`config.mk`:
```
export PLATFORM = sky130hd
export DESIGN_NAME = display_control
export DESIGN_NICKNAME = d
export VERILOG_FILES = /design/src/rtl/display_control.sv
export SDC_FILE = /design/constraint.sdc
export NUM_CORES = 1
export LEC_CHECK = 0
export BUFFER_PORTS_ARGS = -buffer_cell sky130_fd_sc_hd__buf_2
export CORE_MARGIN = 4
export CORE_UTILIZATION = 50
export CTS_CLUSTER_SIZE = 14
export DETAILED_ROUTE_END_ITERATION = 10
export GPL_TIMING_DRIVEN = 0
export PLACE_DENSITY = 0.69
export SETUP_SLACK_MARGIN = 0.05
export SKIP_CTS_REPAIR_TIMING = 1
export SKIP_LAST_GASP = 1
export SLEW_MARGIN = 15
export SYNTH_ARGS = -nofsm -noshare
export SYNTH_HDL_FRONTEND = slang
export SYNTH_SLANG_ARGS = --single-unit
```
`constraint.sdc`:
```
create_clock -name clk -period 5.15 [get_ports clk]
set_clock_uncertainty 0.15 [all_clocks]
set_input_delay 0.7725 -clock clk [delete_from_list [all_inputs] [get_ports clk]]
set_output_delay 0.7725 -clock clk [all_outputs]
set_load 0.02 [all_outputs]
```
`src/rtl/display_control.sv`:
```
// Four-digit multiplexed seven-segment driver for a 12-bit binary value.
// A double-dabble FSM converts on change; the refresh path reads only the committed bcd.
module display_control #(
    parameter int unsigned REFRESH_DIV = 27000
) (
    input  logic        clk,
    input  logic        rst,
    input  logic [11:0] acumulador,
    output logic [3:0]  anodo,
    output logic [6:0]  segmentos,
    output logic [15:0] bcd,
    output logic        busy
);

    localparam int unsigned PW = (REFRESH_DIV > 2) ? $clog2(REFRESH_DIV) : 1;
    localparam logic [PW-1:0] PRESC_LAST = PW'(REFRESH_DIV - 1);

    typedef enum logic [1:0] {StIdle, StLoad, StShift, StDone} state_t;

    state_t        r_state;
    logic [11:0]   r_last;
    logic [11:0]   r_bin;
    logic [15:0]   r_scratch;
    logic [15:0]   r_bcd;
    logic [3:0]    r_step;
    logic          r_busy;

    logic [PW-1:0] r_presc;
    logic [1:0]    r_digit;
    logic [3:0]    r_anodo;
    logic [6:0]    r_seg;

    logic [15:0]   w_adj;
    logic          w_wrap;
    logic [1:0]    w_digit_next;
    logic [3:0]    w_nibble;
    logic          w_blank;
    logic [6:0]    w_seg;

    // Add-3 correction applied to every nibble before the shift.
    always_comb begin
        w_adj = r_scratch;
        for (int i = 0; i < 4; i++) begin
            if (r_scratch[4*i +: 4] >= 4'd5) begin
                w_adj[4*i +: 4] = r_scratch[4*i +: 4] + 4'd3;
            end
        end
    end

    always_ff @(posedge clk or posedge rst) begin
        if (rst) begin
            r_state   <= StIdle;
            r_last    <= '0;
            r_bin     <= '0;
            r_scratch <= '0;
            r_bcd     <= '0;
            r_step    <= '0;
            r_busy    <= 1'b0;
        end else begin
            case (r_state)
                StIdle: begin
                    if (acumulador != r_last) begin
                        r_state <= StLoad;
                        r_busy  <= 1'b1;
                    end
                end
                StLoad: begin
                    r_bin     <= acumulador;
                    r_last    <= acumulador;
                    r_scratch <= '0;
                    r_step    <= '0;
                    r_state   <= StShift;
                end
                StShift: begin
                    {r_scratch, r_bin} <= {w_adj[14:0], r_bin, 1'b0};
                    r_step             <= r_step + 4'd1;
                    if (r_step == 4'd11) begin
                        r_state <= StDone;
                    end
                end
                StDone: begin
                    r_bcd   <= r_scratch;
                    r_busy  <= 1'b0;
                    r_state <= StIdle;
                end
                default: begin
                    r_state <= StIdle;
                    r_busy  <= 1'b0;
                end
            endcase
        end
    end

    assign w_wrap       = (r_presc == PRESC_LAST);
    assign w_digit_next = w_wrap ? r_digit + 2'd1 : r_digit;

    // Outputs are registered from the next index so anodo tracks the index exactly.
    always_comb begin
        w_nibble = r_bcd[4*w_digit_next +: 4];
        w_blank  = 1'b0;
        case (w_digit_next)
            2'd3:    w_blank = (r_bcd[15:12] == 4'd0);
            2'd2:    w_blank = (r_bcd[15:8] == 8'd0);
            2'd1:    w_blank = (r_bcd[15:4] == 12'd0);
            default: w_blank = 1'b0;
        endcase
        case (w_nibble)
            4'd0:    w_seg = 7'b1000000;
            4'd1:    w_seg = 7'b1111001;
            4'd2:    w_seg = 7'b0100100;
            4'd3:    w_seg = 7'b0110000;
            4'd4:    w_seg = 7'b0011001;
            4'd5:    w_seg = 7'b0010010;
            4'd6:    w_seg = 7'b0000010;
            4'd7:    w_seg = 7'b1111000;
            4'd8:    w_seg = 7'b0000000;
            4'd9:    w_seg = 7'b0010000;
            default: w_seg = 7'b1111111;
        endcase
        if (w_blank) begin
            w_seg = 7'b1111111;
        end
    end

    always_ff @(posedge clk or posedge rst) begin
        if (rst) begin
            r_presc <= '0;
            r_digit <= 2'd0;
            r_anodo <= 4'b1110;
            r_seg   <= 7'b1000000;
        end else begin
            r_presc <= w_wrap ? '0 : r_presc + 1'b1;
            r_digit <= w_digit_next;
            r_anodo <= ~(4'b0001 << w_digit_next);
            r_seg   <= w_seg;
        end
    end

    assign anodo     = r_anodo;
    assign segmentos = r_seg;
    assign bcd       = r_bcd;
    assign busy      = r_busy;

endmodule

```
==> impl_metrics.csv <==
group,metric,value,unit
yosys,synth_simple_gate_area_share,11.4,%
yosys,postSynthCellCount,405,
yosys,synthesis.area_per_instance,11.2,um2
route,drc_errors,0,
critical_path,worst-setup-path-type,"flip-flop to flip-flop",
job,max-cap-violations,0,
floorplan,initial_core_util,51.7,%
yosys,asyncSetResetFlopFracSynth,100,%
critical_path,critical_path.n_buffers_inverters,2,
cells_and_area,drive_above_1_share,21.6,%
placed_design,inst_count_dp,555,
yosys,synth-compound-area-share,11.9,%
timing,report.final.slew_viol_count,0,
clock_tree,clock_latency,0.35,ns
timing,worst_slew_margin_rel,48.2,%
critical_path,crit_fanout,7,
yosys,synth_largest_area_cell,"sky130_fd_sc_hd__dfrtp_1",
yosys,synthMuxAreaShare,12.4,%
critical_path,critical_path_arrival,3.63,ns
clock_tree,worst_setup_hold_path_clk_slew,0.09,ns
clock_tree,cts_buffer_count,9,
global_route,vias_in_the_first_global_route,3187,
power,power_per_cell_area,461,mW/mm2
route,routedLengthMet1,4320,um
route,dr.pass1.iters,6,
yosys,post-synth-top-area-fraction,48.1,%
yosys,syn-cell-area,0.00453,mm2
power,cellLeakagePower,2.29,nW
placed_design,place.detailed.hpwl,6560,um
power,power.ir.vdd_worst,0.415,mV
critical_path,cpMostUsedCell,"sky130_fd_sc_hd__inv_1",
clock_tree,ctsLongestPathBuffers,2,
critical_path,worst_path_max_delay_cell,"sky130_fd_sc_hd__or4b_4",
critical_path,cpLargestDelayFamily,"simple AND/OR/NAND/NOR gates",
run_status,outcome,"completed",
critical_path,path_cells,"or4b_4, nor4_4, mux2i_1, inv_1, o221ai_1, inv_1, ha_1, a21oi_1, a311o_1",
floorplan,die-height,103,um
route,post_detailed_routing_wire_length,9210,um
floorplan,design.portCount,42,
critical_path,critical_path_required,5.23,ns
yosys,biggest_area_contributors_in_the_synthesized_netlist,"sky130_fd_sc_hd__dfrtp_1 (48%), sky130_fd_sc_hd__mux2_2 (7.7%), sky130_fd_sc_hd__mux2i_1 (4.6%), sky130_fd_sc_hd__ha_1 (4.4%), sky130_fd_sc_hd__xnor2_1 (4.3%)",
yosys,synth-seq-area-share,50.4,%
floorplan,core,0.00876,mm2
placed_design,gp_routability_congestion,0.810,
cells_and_area,antenna_cells_inserted,0,
cells_and_area,final_net_count,488,
timing,tns,0,ns
cells_and_area,area.growth.synth_to_final,11.7,%
route,postRouteAntennaNets,0,
yosys,yosys.area_share.adder,4.64,%
global_route,antenna_violations_before_repair,0,
timing,finalWorstPathRequiredPeriod,3.54,ns
cells_and_area,stdcell_count,570,
route,via_per_inst,5.59,
route,first_iter_violations,145,
clock_tree,cts_htree_levels,3,
critical_path,timing.critical_path.to_type,"flip-flop",
clock_tree,cts_tree,"built",
floorplan,row_count,34,
yosys,synth_enable_flop_cells,0,
timing,fmax,282,MHz
yosys,synth_xor_area_share,6.38,%
global_route,grt_first_pass_wirelength,15400,um
placed_design,quantity_of_i_o_buffers_inserted_on_ports,41,
floorplan,design.die.area,0.0106,mm2
yosys,synth_cell_type_count,54,
yosys,synth_flop_cell,"sky130_fd_sc_hd__dfrtp_1",
yosys,ys_warn_count,0,
route,wire_length_on_met2,4480,um
yosys,synth_nets,435,
route,met3WireLength,288,um
floorplan,floorplan.die.width,103,um
cells_and_area,final_core_utilization,57.7,%
timing,rsz0062_at_grt,"false",
global_route,grt_start_max_net_pins,52,
route,vias,3188,
global_route,groute.usage.overall,18.6,%
yosys,synthMostInstantiatedCell,"sky130_fd_sc_hd__dfrtp_1",
cells_and_area,fill_cells,735,
min_path,hp-class,"input port to async pin",
timing,hold_viol_final,0,
route,route.detailed.wl_per_inst,16.1,um
yosys,most_frequent_cells_after_synthesis,"sky130_fd_sc_hd__dfrtp_1 (87), sky130_fd_sc_hd__mux2_2 (31), sky130_fd_sc_hd__nor2_1 (30)",
timing,final_clock_period_utilization_by_the_worst_path,68.8,%
yosys,flops_latches_synth,91,
yosys,synth_top_family_by_area,"multiplexers",
clock_tree,clk_root_buffer_cell,"sky130_fd_sc_hd__clkbuf_8",
clock_tree,cts_sinks,91,
critical_path,start_kind,"flip-flop",
timing,timing.final.setup_violations,0,
timing,final_critical_path_setup_slack,1.61,ns
critical_path,critPathMaxStageDelay,0.50,ns
timing,timing_worst_slew_pin_value,0.777,ns
global_route,grt.overflow.total,0,
placed_design,pre_cts_ws,1.65,ns
power,post-layout-total-power,0.00233,W
route,dr.max_layer_used,"met4",
[report_power, final]
part | total (W) | leakage [nW] | internal, W | switching (W)
Sequential | 0.000992 | 1.17 | 0.000880 | 0.000112
Clock | 0.000419 | 0.0860 | 0.000184 | 0.000235
Combinational | 0.000924 | 1.04 | 0.000383 | 0.000540
[sequential cells by signal, indices dropped and copies added, names as in the netlist]
| signal | count |
|---|---|
| r_state | 2 |
| r_scratch | 16 |
| r_step | 4 |
| anodo | 4 |
| r_digit | 2 |
| bcd | 16 |
| busy | 1 |
| r_presc | 15 |
| r_bin | 12 |
| r_last | 12 |
| segmentos | 7 |
[cell families after synthesis]
kind of cell	count (synthesis)
AOI/OAI and AO/OA	78
DFF	91
and+or+nand+nor	98
muxes	52
xor gates and xnor gates	33
adders and majority gates	17
buffers and inverters	36
[layout by cell type, fill, tap and decap left out, types with 2 or more instances in the layout]
cell | Yosys | routed
sky130_fd_sc_hd__a21oi_1 | 23 | 23
sky130_fd_sc_hd__a22o_1 | 6 | 6
sky130_fd_sc_hd__a31oi_1 | 4 | 4
sky130_fd_sc_hd__a32o_1 | 2 | 2
sky130_fd_sc_hd__buf_1 | 3 | 3
sky130_fd_sc_hd__buf_2 | 1 | 42
sky130_fd_sc_hd__clkbuf_1 | 11 | 13
sky130_fd_sc_hd__clkbuf_8 | 0 | 10
sky130_fd_sc_hd__clkinv_2 | 0 | 3
sky130_fd_sc_hd__dfrtp_1 | 87 | 87
sky130_fd_sc_hd__dfstp_2 | 4 | 4
sky130_fd_sc_hd__ha_1 | 16 | 16
sky130_fd_sc_hd__inv_1 | 20 | 19
sky130_fd_sc_hd__mux2_2 | 31 | 31
sky130_fd_sc_hd__mux2i_1 | 21 | 21
sky130_fd_sc_hd__nand2_1 | 18 | 18
sky130_fd_sc_hd__nand2b_1 | 8 | 8
sky130_fd_sc_hd__nand3_1 | 5 | 5
sky130_fd_sc_hd__nand4_1 | 7 | 7
sky130_fd_sc_hd__nand4b_1 | 2 | 2
sky130_fd_sc_hd__nor2_1 | 30 | 30
sky130_fd_sc_hd__nor2b_1 | 4 | 4
sky130_fd_sc_hd__nor3_1 | 8 | 8
sky130_fd_sc_hd__nor3b_1 | 2 | 2
sky130_fd_sc_hd__nor4_1 | 2 | 2
sky130_fd_sc_hd__o21ai_0 | 13 | 13
sky130_fd_sc_hd__o221ai_1 | 3 | 3
sky130_fd_sc_hd__o22ai_1 | 9 | 9
sky130_fd_sc_hd__o31ai_1 | 4 | 4
sky130_fd_sc_hd__o32ai_1 | 2 | 2
sky130_fd_sc_hd__or2_2 | 3 | 3
sky130_fd_sc_hd__xnor2_1 | 22 | 22
sky130_fd_sc_hd__xor2_1 | 11 | 11
[per-layer routing]
metal / up-vias / global-route usage, %
met5: - / 0
met4: 0 / 6.77
met3: 10 / 3.18
met2: 46 / 30.3
met1: 1581 / 25.0
li1: 1551 / -
[stage by stage]
stage / hold WS, ns / instance area, um2
2_1_floorplan: 0.298 / 4530
3_3_place_gp: 0.323 / 4870
3_5_place_dp: 0.322 / 4900
4_1_cts: 0.324 / 5060
5_1_grt: 0.349 / 5060
6_report: 0.311 / 5060
[area by class of cell]
cell class / count / area [um2] / share of cell area (%)
flip-flops and latches: 91 / 2280 / 45.1
multi-input cells: 278 / 2110 / 41.7
repair buffers: 42 / 233 / 4.60
clock buffers: 12 / 145 / 2.87
well taps: 108 / 135 / 2.67
inverters: 21 / 81.3 / 1.61
plain buffers: 15 / 57.6 / 1.14
clock inverters: 3 / 15.0 / 0.297
[worst paths after layout]
| path | start | to | slack [ns] | depth (start not counted) |
|---|---|---|---|---|
| setup / recovery | r_presc[6] | segmentos[3] | 1.61 | 9 |
| hold / removal | rst | r_last[4] | 0.31 | 2 |
| setup reg to reg | r_presc[6] | segmentos[3] | 1.61 | 9 |
| hold reg to reg | r_presc[0] | r_presc[0] | 0.33 | 1 |
| max in group asynchronous | rst | anodo[2] | 3.86 | 3 |
| min in group clk | r_presc[0] | r_presc[0] | 0.33 | 1 |
Note: power is estimated with default switching activity, not from simulation.
